## src/rtl/ex4_31_exerciser_if.sv

```systemverilog
// Stimulus/response bus between the ex4_31 exerciser and the datapath it drives.
// The exerciser drives a..d and reads x/y back after the datapath latency.
interface ex4_31_exerciser_if;
    logic a;
    logic b;
    logic c;
    logic d;
    logic x;
    logic y;

    // Exerciser side: drives the vector, observes the response.
    modport master (output a, output b, output c, output d, input x, input y);
    // Datapath side: consumes the vector, returns the response.
    modport slave  (input a, input b, input c, input d, output x, output y);
endinterface

```

## src/rtl/ex4_31_exerciser.sv

```systemverilog
// Self-checking stimulus/response engine for the registered ex4_31 datapath.
// Walks every {a,b,c,d} pattern, checks x=(a&b)|c and y=~(x|d) after LATENCY
// cycles, counts mismatching vectors (saturating) and latches the first one.
//
// Bus semantics: there is no handshake. One vector is presented per cycle
// while busy in RUN; the response to the vector held during cycle k is
// sampled at the edge that ends cycle k+LATENCY. start is a level that is
// only looked at in IDLE or DONE.
module ex4_31_exerciser #(
    parameter int LATENCY     = 2,
    parameter int NUM_VECTORS = 16,
    parameter int ERR_W       = 5
) (
    input  logic                  clk,
    input  logic                  reset,
    input  logic                  start,
    ex4_31_exerciser_if.master    bus,
    output logic                  busy,
    output logic                  done,
    output logic                  pass,
    output logic [ERR_W-1:0]      err_count,
    output logic [3:0]            fail_vec,
    output logic [1:0]            state_dbg
);
    localparam int VW = $clog2(NUM_VECTORS + 1);
    localparam int DW = $clog2(LATENCY + 1);

    typedef enum logic [1:0] {
        IDLE  = 2'd0,
        RUN   = 2'd1,
        DRAIN = 2'd2,
        DONE  = 2'd3
    } state_t;

    state_t          state;
    logic [VW-1:0]   vec_cnt;     // vectors issued so far in this run
    logic [3:0]      vec_idx;     // next vector pattern, wraps mod 16
    logic [DW-1:0]   drain_cnt;

    // Expected-response pipe: one entry per cycle, tagged with its vector.
    logic [LATENCY-1:0] pipe_v;
    logic [LATENCY-1:0] pipe_x;
    logic [LATENCY-1:0] pipe_y;
    logic [3:0]         pipe_vec [LATENCY];

    logic             exp_x_now;
    logic             exp_y_now;
    logic             mismatch;
    logic [ERR_W-1:0] err_next;

    assign state_dbg = state;

    // Golden response for the vector currently on the bus, and the compare of
    // the oldest pipe entry against what the datapath returns this cycle.
    always_comb begin
        exp_x_now = (bus.a & bus.b) | bus.c;
        exp_y_now = ~(exp_x_now | bus.d);
        mismatch  = pipe_v[LATENCY-1] &&
                    ((bus.x != pipe_x[LATENCY-1]) || (bus.y != pipe_y[LATENCY-1]));
        err_next  = err_count;
        if (mismatch && (err_count != {ERR_W{1'b1}})) begin
            err_next = err_count + 1'b1;
        end
    end

    // Run-control FSM with registered stimulus, status and result outputs.
    always_ff @(posedge clk or posedge reset) begin
        if (reset) begin
            state     <= IDLE;
            bus.a     <= 1'b0;
            bus.b     <= 1'b0;
            bus.c     <= 1'b0;
            bus.d     <= 1'b0;
            busy      <= 1'b0;
            done      <= 1'b0;
            pass      <= 1'b0;
            err_count <= '0;
            fail_vec  <= '0;
            vec_cnt   <= '0;
            vec_idx   <= '0;
            drain_cnt <= '0;
            pipe_v    <= '0;
            pipe_x    <= '0;
            pipe_y    <= '0;
            for (int i = 0; i < LATENCY; i++) begin
                pipe_vec[i] <= '0;
            end
        end else begin
            // Shift the expected pipe; only cycles spent in RUN carry a vector.
            for (int i = LATENCY - 1; i > 0; i--) begin
                pipe_v[i]   <= pipe_v[i-1];
                pipe_x[i]   <= pipe_x[i-1];
                pipe_y[i]   <= pipe_y[i-1];
                pipe_vec[i] <= pipe_vec[i-1];
            end
            pipe_v[0]   <= (state == RUN);
            pipe_x[0]   <= exp_x_now;
            pipe_y[0]   <= exp_y_now;
            pipe_vec[0] <= {bus.a, bus.b, bus.c, bus.d};

            // Accumulate results; the first mismatch is the one with err_count still 0.
            err_count <= err_next;
            if (mismatch && (err_count == '0)) begin
                fail_vec <= pipe_vec[LATENCY-1];
            end

            case (state)
                IDLE, DONE: begin
                    if (start) begin
                        state     <= RUN;
                        {bus.a, bus.b, bus.c, bus.d} <= 4'd0;
                        vec_idx   <= 4'd1;
                        vec_cnt   <= VW'(1);
                        err_count <= '0;
                        fail_vec  <= '0;
                        pass      <= 1'b0;
                        done      <= 1'b0;
                        busy      <= 1'b1;
                        pipe_v    <= '0;
                    end
                end
                RUN: begin
                    if (vec_cnt == VW'(NUM_VECTORS)) begin
                        state     <= DRAIN;
                        {bus.a, bus.b, bus.c, bus.d} <= 4'd0;
                        drain_cnt <= '0;
                    end else begin
                        {bus.a, bus.b, bus.c, bus.d} <= vec_idx;
                        vec_idx <= vec_idx + 4'd1;
                        vec_cnt <= vec_cnt + 1'b1;
                    end
                end
                DRAIN: begin
                    if (drain_cnt == DW'(LATENCY - 1)) begin
                        state <= DONE;
                        busy  <= 1'b0;
                        done  <= 1'b1;
                        pass  <= (err_next == '0);
                    end else begin
                        drain_cnt <= drain_cnt + 1'b1;
                    end
                end
                default: state <= IDLE;
            endcase
        end
    end
endmodule

```

## src/flat_wrapper.sv

```systemverilog
// flat-port wrapper written by rule: the top's interface ports become plain ports
module ex4_31_exerciser_flat 
#(
    parameter int LATENCY     = 2,
    parameter int NUM_VECTORS = 16,
    parameter int ERR_W       = 5
)
  (clk, reset, start, busy, done, pass, err_count, fail_vec, state_dbg, bus_a, bus_b, bus_c, bus_d, bus_x, bus_y);
  ex4_31_exerciser_if bus_i ();
  input  logic clk;
  input  logic reset;
  input  logic start;
  output logic busy;
  output logic done;
  output logic pass;
  output logic [ERR_W-1:0] err_count;
  output logic [3:0] fail_vec;
  output logic [1:0] state_dbg;
  output wire logic [$bits(bus_i.a)-1:0] bus_a;
  output wire logic [$bits(bus_i.b)-1:0] bus_b;
  output wire logic [$bits(bus_i.c)-1:0] bus_c;
  output wire logic [$bits(bus_i.d)-1:0] bus_d;
  input wire logic [$bits(bus_i.x)-1:0] bus_x;
  input wire logic [$bits(bus_i.y)-1:0] bus_y;
  assign bus_a = bus_i.a;
  assign bus_b = bus_i.b;
  assign bus_c = bus_i.c;
  assign bus_d = bus_i.d;
  assign bus_i.x = bus_x;
  assign bus_i.y = bus_y;
  ex4_31_exerciser #(.LATENCY(LATENCY), .NUM_VECTORS(NUM_VECTORS), .ERR_W(ERR_W)) u_core (.clk(clk), .reset(reset), .start(start), .bus(bus_i), .busy(busy), .done(done), .pass(pass), .err_count(err_count), .fail_vec(fail_vec), .state_dbg(state_dbg));
endmodule
```

## config.mk

```make
export PLATFORM = sky130hd
export DESIGN_NAME = ex4_31_exerciser_flat
export DESIGN_NICKNAME = d
export VERILOG_FILES = /design/src/rtl/ex4_31_exerciser_if.sv /design/src/rtl/ex4_31_exerciser.sv /design/src/flat_wrapper.sv
export SDC_FILE = /design/constraint.sdc
export NUM_CORES = 1
export LEC_CHECK = 0
export ABC_CLOCK_PERIOD_IN_PS = 4100
export BUFFER_PORTS_ARGS = -buffer_cell sky130_fd_sc_hd__buf_2
export CORE_MARGIN = 2
export CORE_UTILIZATION = 52
export CTS_CLUSTER_SIZE = 40
export DETAILED_ROUTE_END_ITERATION = 8
export PLACE_DENSITY = 0.73
export SLEW_MARGIN = 20
export SYNTH_ARGS = -nofsm -noshare
export SYNTH_HDL_FRONTEND = slang
export SYNTH_SLANG_ARGS = --single-unit
export TNS_END_PERCENT = 5
```

## constraint.sdc

```tcl
create_clock -name clk -period 4.1 [get_ports clk]
set_input_delay 0 -clock clk [delete_from_list [all_inputs] [get_ports clk]]
set_output_delay 0 -clock clk [all_outputs]
set_load 0.01 [all_outputs]
```

==> flow_summary.ini, run 1 <==
[outcome]
run_status = complete, no violations

[place]
port_buffers = 22
placed_cells = 225
place.gp.congestion = 0.773
place_hpwl_mm = 2.30

[power_and_ir_drop]
irDropWorstVdd_mv = 0.328
power.static_leakage_nw = 1.10
p_per_area_mw_per_mm2 = 707

[timing]
tightest_slew_ns = 0.699
fin_crit_sh_pct = 50.1
rsz0062_at_grt = no
max_freq_ghz = 0.487
finalCriticalPeriod_ns = 2.05
final.setup.tns_ns = 0
fin_skew_ns = 0.00516
report.final.setup_viol = 0
slew_violations = 0
max_slew_margin_pct = 52.1
timing_hold_violations_final = 0

[logic_synthesis]
yosys_most_used_dff = sky130_fd_sc_hd__dfrtp_1
post_synth_instance_area_mm2 = 0.00189
postSynth.asyncResetShare_pct = 100
edff_count_synth = 0
yosysWarningCount = 0
ys_seq_area_share_pct = 56.9
yosys_register_bits = 43
postSynthAreaPerCell_um2 = 11.8
postSynthCellCount = 160
synth.distinct_cells = 32
net_count_after_synthesis = 175

[clocking]
number_of_gates_resized_after_cts = 0
clk_root_buffer_cell = sky130_fd_sc_hd__clkbuf_4
insertion_delay_ns = 0.36
clk_path_buf_depth = 2
htreeDepth = 2
tritoncts_clock_tree = yes
cts.reportedPaths.clkPinSlew_ns = 0.13
clock_sinks = 43
postCtsSetupBuffers = 0
tritoncts_buffer_count = 5
postCtsHoldBufs = 1

[global_route]
grt_use_total_pct = 17.6
overflow_left_after_global_routing = 0
grt_antenna_before_repair = 0
first_pass_grt_wire_length_mm = 5.51
largest_net_degree_at_the_start_of_global_routing = 44
grt_pass1_vias = 1193

[drt]
routed-via-count = 1223
final_antenna_net_count = 0
detail_route.drc_violations = 0
route.detailed.vias_per_inst = 5.23
drt-total-wl_mm = 3.20
detailed_routing_iterations_pass_1 = 4
drt_iter0_drc = 42
routedWlPerCell_um = 13.7

[layout]
postLayoutCoreUtil_pct = 62.1
syn2layout_area_growth_pct = 12.2
antennaDiodeCount = 0
fraction_of_final_layout_cells_with_drive_strength_greater_than_1_pct = 18.1
instances_no_fill = 234
layout.nets = 202
num-fill-cells = 294

[floorplan]
design.die.area_mm2 = 0.00413
dieHeight_um = 64.3
start_util_pct = 55.3
die_width_um = 64.3
pin_count = 23
coreArea_mm2 = 0.00342
rows = 21

[hold_path]
worstHoldPathType = in2reg

[run]
timing.max_cap.violations = 0

[critical_path]
critical_path_s_top_delay_family = multiplexers
cp.arrival_ns = 2.30
worst_setup_path_start_kind = flip-flop
worst-path-buf-inv = 1
crit_path_max_incr_delay_ns = 0.64
crit_path_required_time_ns = 4.35
cp_cell_sequence = inv_1 -> ha_1 -> mux2i_1 -> nand4b_1 -> xor2_1 -> nor2_1
worst_path_max_delay_cell = sky130_fd_sc_hd__mux2i_1
worst_setup_path_class = reg2reg
cp-end-kind = flip-flop
crit_path_max_fanout = 10
-- synth_stat cells (4+ instances only) --
| library cell | instances | area, um^2 |
|---|---|---|
| sky130_fd_sc_hd__dfrtp_1 | 43 | 1080 |
| sky130_fd_sc_hd__nor2_1 | 19 | 71.3 |
| sky130_fd_sc_hd__inv_1 | 12 | 45.0 |
| sky130_fd_sc_hd__mux2i_1 | 12 | 120 |
| sky130_fd_sc_hd__ha_1 | 10 | 125 |
| sky130_fd_sc_hd__a22o_1 | 8 | 70.1 |
| sky130_fd_sc_hd__xnor2_1 | 7 | 61.3 |
| sky130_fd_sc_hd__a211oi_1 | 5 | 37.5 |
| sky130_fd_sc_hd__and2_1 | 4 | 25.0 |
| sky130_fd_sc_hd__nand2_1 | 4 | 15.0 |
| sky130_fd_sc_hd__nand3_1 | 4 | 20.0 |
-- final timing paths --
kind	depth (start not counted)	start	to	slack [ns]
max	6	u_core.state_dbg[0]	u_core.vec_cnt[3]	2.05
min	3	start	u_core.pipe_v[1]	0.09
max reg2reg	6	u_core.state_dbg[0]	u_core.vec_cnt[3]	2.05
min reg2reg	0	u_core.pipe_y[0]	u_core.pipe_y[1]	0.36
max in group asynchronous	4	reset	u_core.fail_vec[1]	3.44
min in group asynchronous	4	reset	u_core.vec_cnt[1]	0.31
-- registers in the layout, summed over array words and instances, names as in the netlist, 2 cells and up --
register	count
u_core.pipe_x	2
u_core.fail_vec	4
u_core.drain_cnt	2
u_core.pipe_vec	8
u_core.err_count	5
u_core.vec_cnt	5
u_core.pipe_v	2
u_core.vec_idx	4
u_core.state_dbg	2
u_core.pipe_y	2
-- metal layers --
metal  GRT usage [%]  routed length (um)
met5               0                   0
met4            7.18                  57
met3            5.63                 140
met2            28.6                1560
met1            21.7                1440
-- cell type report --
| type | count | area, um^2 | share of cell area (%) |
|---|---|---|---|
| Inverter | 12 | 45.0 | 2.12 |
| Clock inverter | 3 | 23.8 | 1.12 |
| Sequential cell | 43 | 1080 | 50.7 |
| Clock buffer | 5 | 37.5 | 1.77 |
| Tap cell | 46 | 57.6 | 2.71 |
| Timing Repair Buffer | 24 | 128 | 6.02 |
| Multi-Input combinational cell | 101 | 753 | 35.5 |
-- placed cells by master, fill, tap and decap left out, types with 5 or more instances in the layout --
master,n
sky130_fd_sc_hd__a211oi_1,5
sky130_fd_sc_hd__a22o_1,8
sky130_fd_sc_hd__buf_2,22
sky130_fd_sc_hd__clkbuf_4,5
sky130_fd_sc_hd__dfrtp_1,43
sky130_fd_sc_hd__ha_1,10
sky130_fd_sc_hd__inv_1,12
sky130_fd_sc_hd__mux2i_1,12
sky130_fd_sc_hd__nor2_1,19
sky130_fd_sc_hd__xnor2_1,7
-- stage by stage --
step / hold WS [ns] / instance area [um^2] / worst slack [ns] / total power [mW]
after floorplan: 0.251 / 1890 / 2.26 / 1.13
after global routing: 0.0691 / 2120 / 1.85 / 1.63
after CTS: 0.0635 / 2120 / 2.07 / 1.52
after global placement: 0.146 / 2050 / 2.20 / 1.26
after detailed placement: 0.169 / 2050 / 2.08 / 1.30
final: 0.0872 / 2120 / 2.05 / 1.50
-- power breakdown --
| group | leakage, nW | total (mW) | switching, mW | internal, mW |
|---|---|---|---|---|
| Combinational | 0.511 | 0.609 | 0.341 | 0.268 |
| Sequential | 0.559 | 0.678 | 0.107 | 0.571 |
| Clock | 0.0278 | 0.213 | 0.144 | 0.0687 |
| Total | 1.10 | 1.50 | 0.592 | 0.908 |
-- tightest hold or removal path, cell delays in order --
cell	delay, ns
sky130_fd_sc_hd__buf_2	0.12
sky130_fd_sc_hd__nand2_1	0.16
sky130_fd_sc_hd__and2_1	0.15
-- cell families after synthesis --
group,Yosys count,share of synthesized area (%)
flops,43,56.9
simple gates,41,11.1
compound gates,28,11.2
buf+inv,16,3.24
mux,12,6.35
xor+xnor,10,4.63
fa+ha+maj,10,6.62
Power figures use the tool's default switching activity.
==> inputs of run 2 (changes only) <==
- ABC_AREA: unset -> 1
- ABC_CLOCK_PERIOD_IN_PS: 4100 -> 1950
- PLACE_DENSITY: 0.73 -> 0.72
- clock period: 4.1 -> 1.95 ns (I/O delays scaled with it)
==> run 2 against run 1 <==
Sequential cell count stayed put; core utilization down 0.29 points; clock-buffer cell count stayed put; largest cell class unchanged; critical path type unchanged; sequential power grew 110%; highest routed layer unchanged; critical endpoint unchanged; combinational power up 130%; die area up 1.4%.
==> flow_summary.ini, run 2 <==
[layout]
layout.nets = 255
largest_registers = u_core.pipe_vec x8, u_core.err_count x5, u_core.vec_cnt x5
register_containing_the_most_flip_flops_in_the_final_layout = u_core.pipe_vec
layout_common_cells = 43 x sky130_fd_sc_hd__dfrtp_1, 39 x sky130_fd_sc_hd__inv_1, 39 x sky130_fd_sc_hd__nand2_1
fraction_of_final_layout_cells_with_drive_strength_greater_than_1_pct = 15.8
num-fill-cells = 315
antennaDiodeCount = 0
final_design_area_no_fill_mm2 = 0.00223
combined_area_of_the_multi_input_logic_cells_um2 = 687
max_ffs_per_register = 8
seqCellArea_mm2 = 0.00108
instances_no_fill = 289
most_common_library_cell_in_the_layout_ignoring_fill_and_taps = sky130_fd_sc_hd__dfrtp_1
postLayoutCoreUtil_pct = 61.8
syn2layout_area_growth_pct = 16.2

[global_route]
first_pass_grt_wire_length_mm = 5.79
largest_net_degree_at_the_start_of_global_routing = 44
grt_antenna_before_repair = 0
grt_pass1_vias = 1365
overflow_left_after_global_routing = 0
grt_use_total_pct = 18.2

[clocking]
cts.reportedPaths.clkPinSlew_ns = 0.08
clock_sinks = 43
htreeDepth = 2
insertion_delay_ns = 0.30
tritoncts_buffer_count = 5
clk_root_buffer_cell = sky130_fd_sc_hd__clkbuf_8
tritoncts_clock_tree = yes
clk_path_buf_depth = 2

[floorplan]
die_width_um = 64.7
pin_count = 23
rows = 22
dieHeight_um = 64.7
design.die.area_mm2 = 0.00419
coreArea_mm2 = 0.00361
start_util_pct = 53.2

[timing]
max_slew_margin_pct = 65.7
finalCriticalPeriod_ns = 1.80
fin_crit_sh_pct = 92.3
rsz0062_at_grt = no
setup_ws_ns = 0.149
timing_hold_violations_final = 0
fin_skew_ns = 0.00467
slew_violations = 0
report.final.setup_viol = 0
tightest_slew_ns = 0.515
final.setup.tns_ns = 0
max_freq_ghz = 0.555
timing.hold.ws_ns = 0.0554

[drt]
drt-total-wl_mm = 3.27
route.detailed.vias_per_inst = 4.88
detail_route.drc_violations = 0
drt_iter0_drc = 69
final_antenna_net_count = 0
routed-via-count = 1410
detailed_routing_iterations_pass_1 = 4
routedWlPerCell_um = 11.3

[logic_synthesis]
postSynth.asyncResetShare_pct = 100
synth.area.top_cells = sky130_fd_sc_hd__dfrtp_1 56%, sky130_fd_sc_hd__inv_1 7.6%, sky130_fd_sc_hd__nand2_1 7.6%, sky130_fd_sc_hd__ha_1 6.5%, sky130_fd_sc_hd__o21ai_0 3.9%
ys_seq_area_share_pct = 56.1
largest_area_contributor_in_the_synthesized_netlist = sky130_fd_sc_hd__dfrtp_1
postSynthCellCount = 208
yosys_most_used_dff = sky130_fd_sc_hd__dfrtp_1
yosysWarningCount = 0
post_synth_instance_area_mm2 = 0.00192
synth_most_common_cell = sky130_fd_sc_hd__dfrtp_1
yosysTopAreaCellShare_pct = 56.1
postSynthAreaPerCell_um2 = 9.22
yosys-top-cells-count = 43 x sky130_fd_sc_hd__dfrtp_1, 39 x sky130_fd_sc_hd__inv_1, 39 x sky130_fd_sc_hd__nand2_1, 18 x sky130_fd_sc_hd__nor2_1, 15 x sky130_fd_sc_hd__o21ai_0
yosys_register_bits = 43
edff_count_synth = 0
synth.distinct_cells = 20
net_count_after_synthesis = 223

[critical_path]
worst_r2r_startpoint = u_core.state_dbg[0]
cp.arrival_ns = 1.98
cp-end-kind = flip-flop
crit_start = u_core.state_dbg[0]
r2r_slack_ns = 0.15
crit_path_max_fanout = 9
worst_setup_path_class = reg2reg
crit_path_required_time_ns = 2.12
worst_setup_path_start_kind = flip-flop

[power_and_ir_drop]
irDropWorstVdd_mv = 0.696
power.static_leakage_nw = 1.18
p_per_area_mw_per_mm2 = 1590
design_power_total_mw = 3.55

[place]
placed_cells = 280
place_hpwl_mm = 2.35
place.gp.congestion = 0.838
port_buffers = 22
post-place-ws_ns = 0.155
dpl-instance-area_mm2 = 0.00210

[hold_path]
worstHoldPathType = in2reg
worstHoldStart = start

[outcome]
run_status = complete, no violations

[run]
timing.max_cap.violations = 0
## run 2: changes by cell type in the layout (fill, tap and decap cells not counted), sizes merged, moves of 4 or more
cell / previous run / this run
and2: 4 / 0
nand3: 4 / 12
nand2: 4 / 41
mux2i: 12 / 0
inv: 13 / 41
a21oi: 3 / 9
a211oi: 5 / 0
o21ai: 3 / 16
a22o: 8 / 0
xnor2: 7 / 0
## run 2: logic make-up (layout without fill, tap and decap cells)
logic type | after synthesis | count (layout) | synth area share, %
AOI/OAI and AO/OA | 31 | 31 | 9.26
xor gates and xnor gates | 6 | 6 | 2.74
adders and majority gates | 10 | 10 | 6.52
buffers and inverters | 41 | 74 | 8.09
DFF | 43 | 43 | 56.1
and+or+nand+nor | 77 | 77 | 17.3
## run 2: report_power, final
part           total (mW)  leakage [nW]  internal, mW  switching (mW)
combinational        1.42         0.567         0.512           0.911
sequential           1.44         0.561          1.23           0.208
clock               0.696        0.0548         0.385           0.311
## run 2: layout make-up
class                   instances  area share [%]
clock inverters                 3            2.08
inverters                      41            6.96
multi-input cells             124            30.8
well taps                      48            2.70
repair buffers                 25            6.06
flip-flops and latches         43            48.3
clock buffers                   5            3.09
## run 2: worst max-delay path, cell delays in order, from the launching register on
cell	delay [ns]
sky130_fd_sc_hd__dfrtp_1	0.41
sky130_fd_sc_hd__inv_1	0.07
sky130_fd_sc_hd__ha_1	0.41
sky130_fd_sc_hd__o21ai_4	0.33
sky130_fd_sc_hd__nand2_4	0.12
sky130_fd_sc_hd__nor2_1	0.14
sky130_fd_sc_hd__xor2_1	0.15
sky130_fd_sc_hd__nor2_1	0.06
## run 2: per-layer routing
metal	wire length [um]	vias up	GRT usage, %
met5	0	-	0
met4	51	0	5.85
li1	-	716	-
met2	1570	19	30.7
met3	105	7	5.73
met1	1540	668	22.2
## run 2: path summary, 6_finish.rpt
path,end,depth (start not counted)
max,u_core.vec_cnt[3],7
min,u_core.fail_vec[0],4
max reg2reg,u_core.vec_cnt[3],7
min reg2reg,u_core.pipe_y[1],0
max in group asynchronous,u_core.err_count[2],4
min in group asynchronous,u_core.fail_vec[3],4
## run 2: repair_timing
item                       4_1_cts  5_1_grt
setup endpoints to repair        0        1
hold endpoints to repair        43        0
resized for setup                0        0
buffers inserted                 0        0
hold buffers                     1        0
==> inputs of run 3 (changes only) <==
- CORE_UTILIZATION: 52 -> 57
- PLACE_DENSITY: 0.72 -> 0.78
- RECOVER_POWER: unset -> 25
==> run 3 against run 2 <==
Wire length shrank 4.3%; non-clock buffer count is 1 higher; sequential share of layout area is 0.58 points higher; sequential power hardly changed.
==> flow_summary.ini, run 3 (synthesis results as in run 2) <==
[floorplan]
pin_count = 23
start_util_pct = 58.4
dieHeight_um = 62.0
design.die.area_mm2 = 0.00385
rows = 21
coreArea_mm2 = 0.00328
die_width_um = 62.0

[layout]
fraction_of_final_layout_cells_with_drive_strength_greater_than_1_pct = 15.7
layout.nets = 256
num-fill-cells = 259
layout_common_cells = 43 x sky130_fd_sc_hd__dfrtp_1, 39 x sky130_fd_sc_hd__inv_1, 39 x sky130_fd_sc_hd__nand2_1
most_common_library_cell_in_the_layout_ignoring_fill_and_taps = sky130_fd_sc_hd__dfrtp_1
antennaDiodeCount = 0
seqCellArea_mm2 = 0.00108
max_ffs_per_register = 8
postLayoutCoreUtil_pct = 67.0
register_containing_the_most_flip_flops_in_the_final_layout = u_core.pipe_vec
syn2layout_area_growth_pct = 14.8
largest_registers = u_core.pipe_vec x8, u_core.err_count x5, u_core.vec_cnt x5
combined_area_of_the_multi_input_logic_cells_um2 = 687

[critical_path]
worst_setup_path_class = reg2reg
cp-end-kind = flip-flop
crit_path_required_time_ns = 2.20
worst_setup_path_start_kind = flip-flop
r2r_slack_ns = 0.14
crit_start = u_core.state_dbg[0]
crit_path_max_fanout = 9
worstRegToRegCells = 7
cp.arrival_ns = 2.06
worst_r2r_startpoint = u_core.state_dbg[0]

[timing]
timing_hold_violations_final = 0
timing.hold.ws_ns = 0.192
fin_crit_sh_pct = 92.9
slew_violations = 0
tightest_slew_ns = 1.00
max_slew_margin_pct = 33.3
max_freq_ghz = 0.552
fin_skew_ns = 0.0116
setup_ws_ns = 0.138
rsz0062_at_grt = no
final.setup.tns_ns = 0
report.final.setup_viol = 0
finalCriticalPeriod_ns = 1.81

[hold_path]
worstHoldStart = bus_x
worstHoldPathType = in2reg
worstHoldPathCells = 6

[clocking]
clk_path_buf_depth = 2
postCtsSetupBuffers = 0
htreeDepth = 2
tritoncts_buffer_count = 5
clock_sinks = 43
cts.reportedPaths.clkPinSlew_ns = 0.13
insertion_delay_ns = 0.35
clk_root_buffer_cell = sky130_fd_sc_hd__clkbuf_4
tritoncts_clock_tree = yes

[global_route]
grt_antenna_before_repair = 0
first_pass_grt_wire_length_mm = 5.06
grt_use_total_pct = 18.7
largest_net_degree_at_the_start_of_global_routing = 44
overflow_left_after_global_routing = 0
grt_pass1_vias = 1278

[drt]
maxUsedRoutingLayer = met4
route.layer.met1.wl_mm = 1.34
detailed_routing_iterations_pass_1 = 4
drt_iter0_drc = 50
final_antenna_net_count = 0
route.detailed.vias_per_inst = 5.00
detail_route.drc_violations = 0
wl_met3_um = 135
routed-via-count = 1440
routedWlPerCell_um = 10.9
drt-total-wl_mm = 3.13
dr_wl_met2_mm = 1.58

[place]
place.gp.congestion = 0.797
port_buffers = 22
post-place-ws_ns = 0.153
place_hpwl_mm = 2.33

[power_and_ir_drop]
clock_power_share_pct = 16.7
power_switching_mw = 1.40
cellInternalPower_mw = 2.01
irDropWorstVdd_mv = 0.953
power.share.sequential_pct = 41.8
power.share.switching_pct = 41.0
p_comb_share_pct = 41.5
p_per_area_mw_per_mm2 = 1550
design_power_total_mw = 3.41
power.static_leakage_nw = 1.17

[run]
timing.max_cap.violations = 0

[outcome]
run_status = complete, no violations
## run 3: cell types whose count changed in the layout (fill, tap and decap cells not counted)
cell	delta
sky130_fd_sc_hd__buf_4	-1
sky130_fd_sc_hd__clkbuf_8	-5
sky130_fd_sc_hd__clkbuf_2	+1
sky130_fd_sc_hd__dlygate4sd3_1	+1
sky130_fd_sc_hd__clkbuf_4	+5
## run 3: metal layers
metal / track usage, % / vias up
met4: 7.60 / 0
met1: 20.7 / 685
met5: 0 / -
li1: - / 717
met3: 6.83 / 7
met2: 32.3 / 31
## run 3: layout make-up
type	instances	area share (%)
Sequential cell	43	48.9
Multi-Input combinational cell	124	31.2
Tap cell	46	2.61
Clock inverter	3	2.10
Clock buffer	5	1.70
Inverter	41	7.05
Timing Repair Buffer	26	6.48
## run 3: worst max-delay path: stages, from the launching register on
cell                      delay [ns]
sky130_fd_sc_hd__dfrtp_1        0.43
sky130_fd_sc_hd__inv_1          0.06
sky130_fd_sc_hd__ha_1           0.42
sky130_fd_sc_hd__o21ai_4        0.34
sky130_fd_sc_hd__nand2_4        0.12
sky130_fd_sc_hd__nor2_1         0.13
sky130_fd_sc_hd__xor2_1         0.15
sky130_fd_sc_hd__nor2_1         0.06
## run 3: path summary, 6_finish.rpt
check	endpoint
min in group asynchronous	u_core.pipe_vec[3]
worst min-delay path	u_core.err_count[0]
worst max-delay path	u_core.vec_idx[3]
worst min register to register	u_core.pipe_vec[3]
worst max register to register	u_core.vec_idx[3]
max in group asynchronous	u_core.state_dbg[0]
## run 3: through the flow
| step | area [um^2] | std cells |
|---|---|---|
| after floorplan | 1920 | 208 |
| after global placement | 2100 | 278 |
| after detailed placement | 2100 | 278 |
| after CTS | 2200 | 288 |
| after global routing | 2200 | 288 |
| final | 2200 | 288 |
## run 3: timing repair
action                                 in CTS  in global routing
hold buffers                                2                  0
gates resized for setup                     0                  0
endpoints found under the hold margin      46                  0
## run 3: power groups by stage
stage | clock network, mW | registers (mW) | logic (mW)
6_report | 0.569 | 1.42 | 1.42
3_5_place_dp | 0 | 1.44 | 1.42
3_3_place_gp | 0 | 1.43 | 1.37
5_1_grt | 0.631 | 1.47 | 1.63
2_1_floorplan | 0 | 1.48 | 0.962
4_1_cts | 0.581 | 1.42 | 1.43
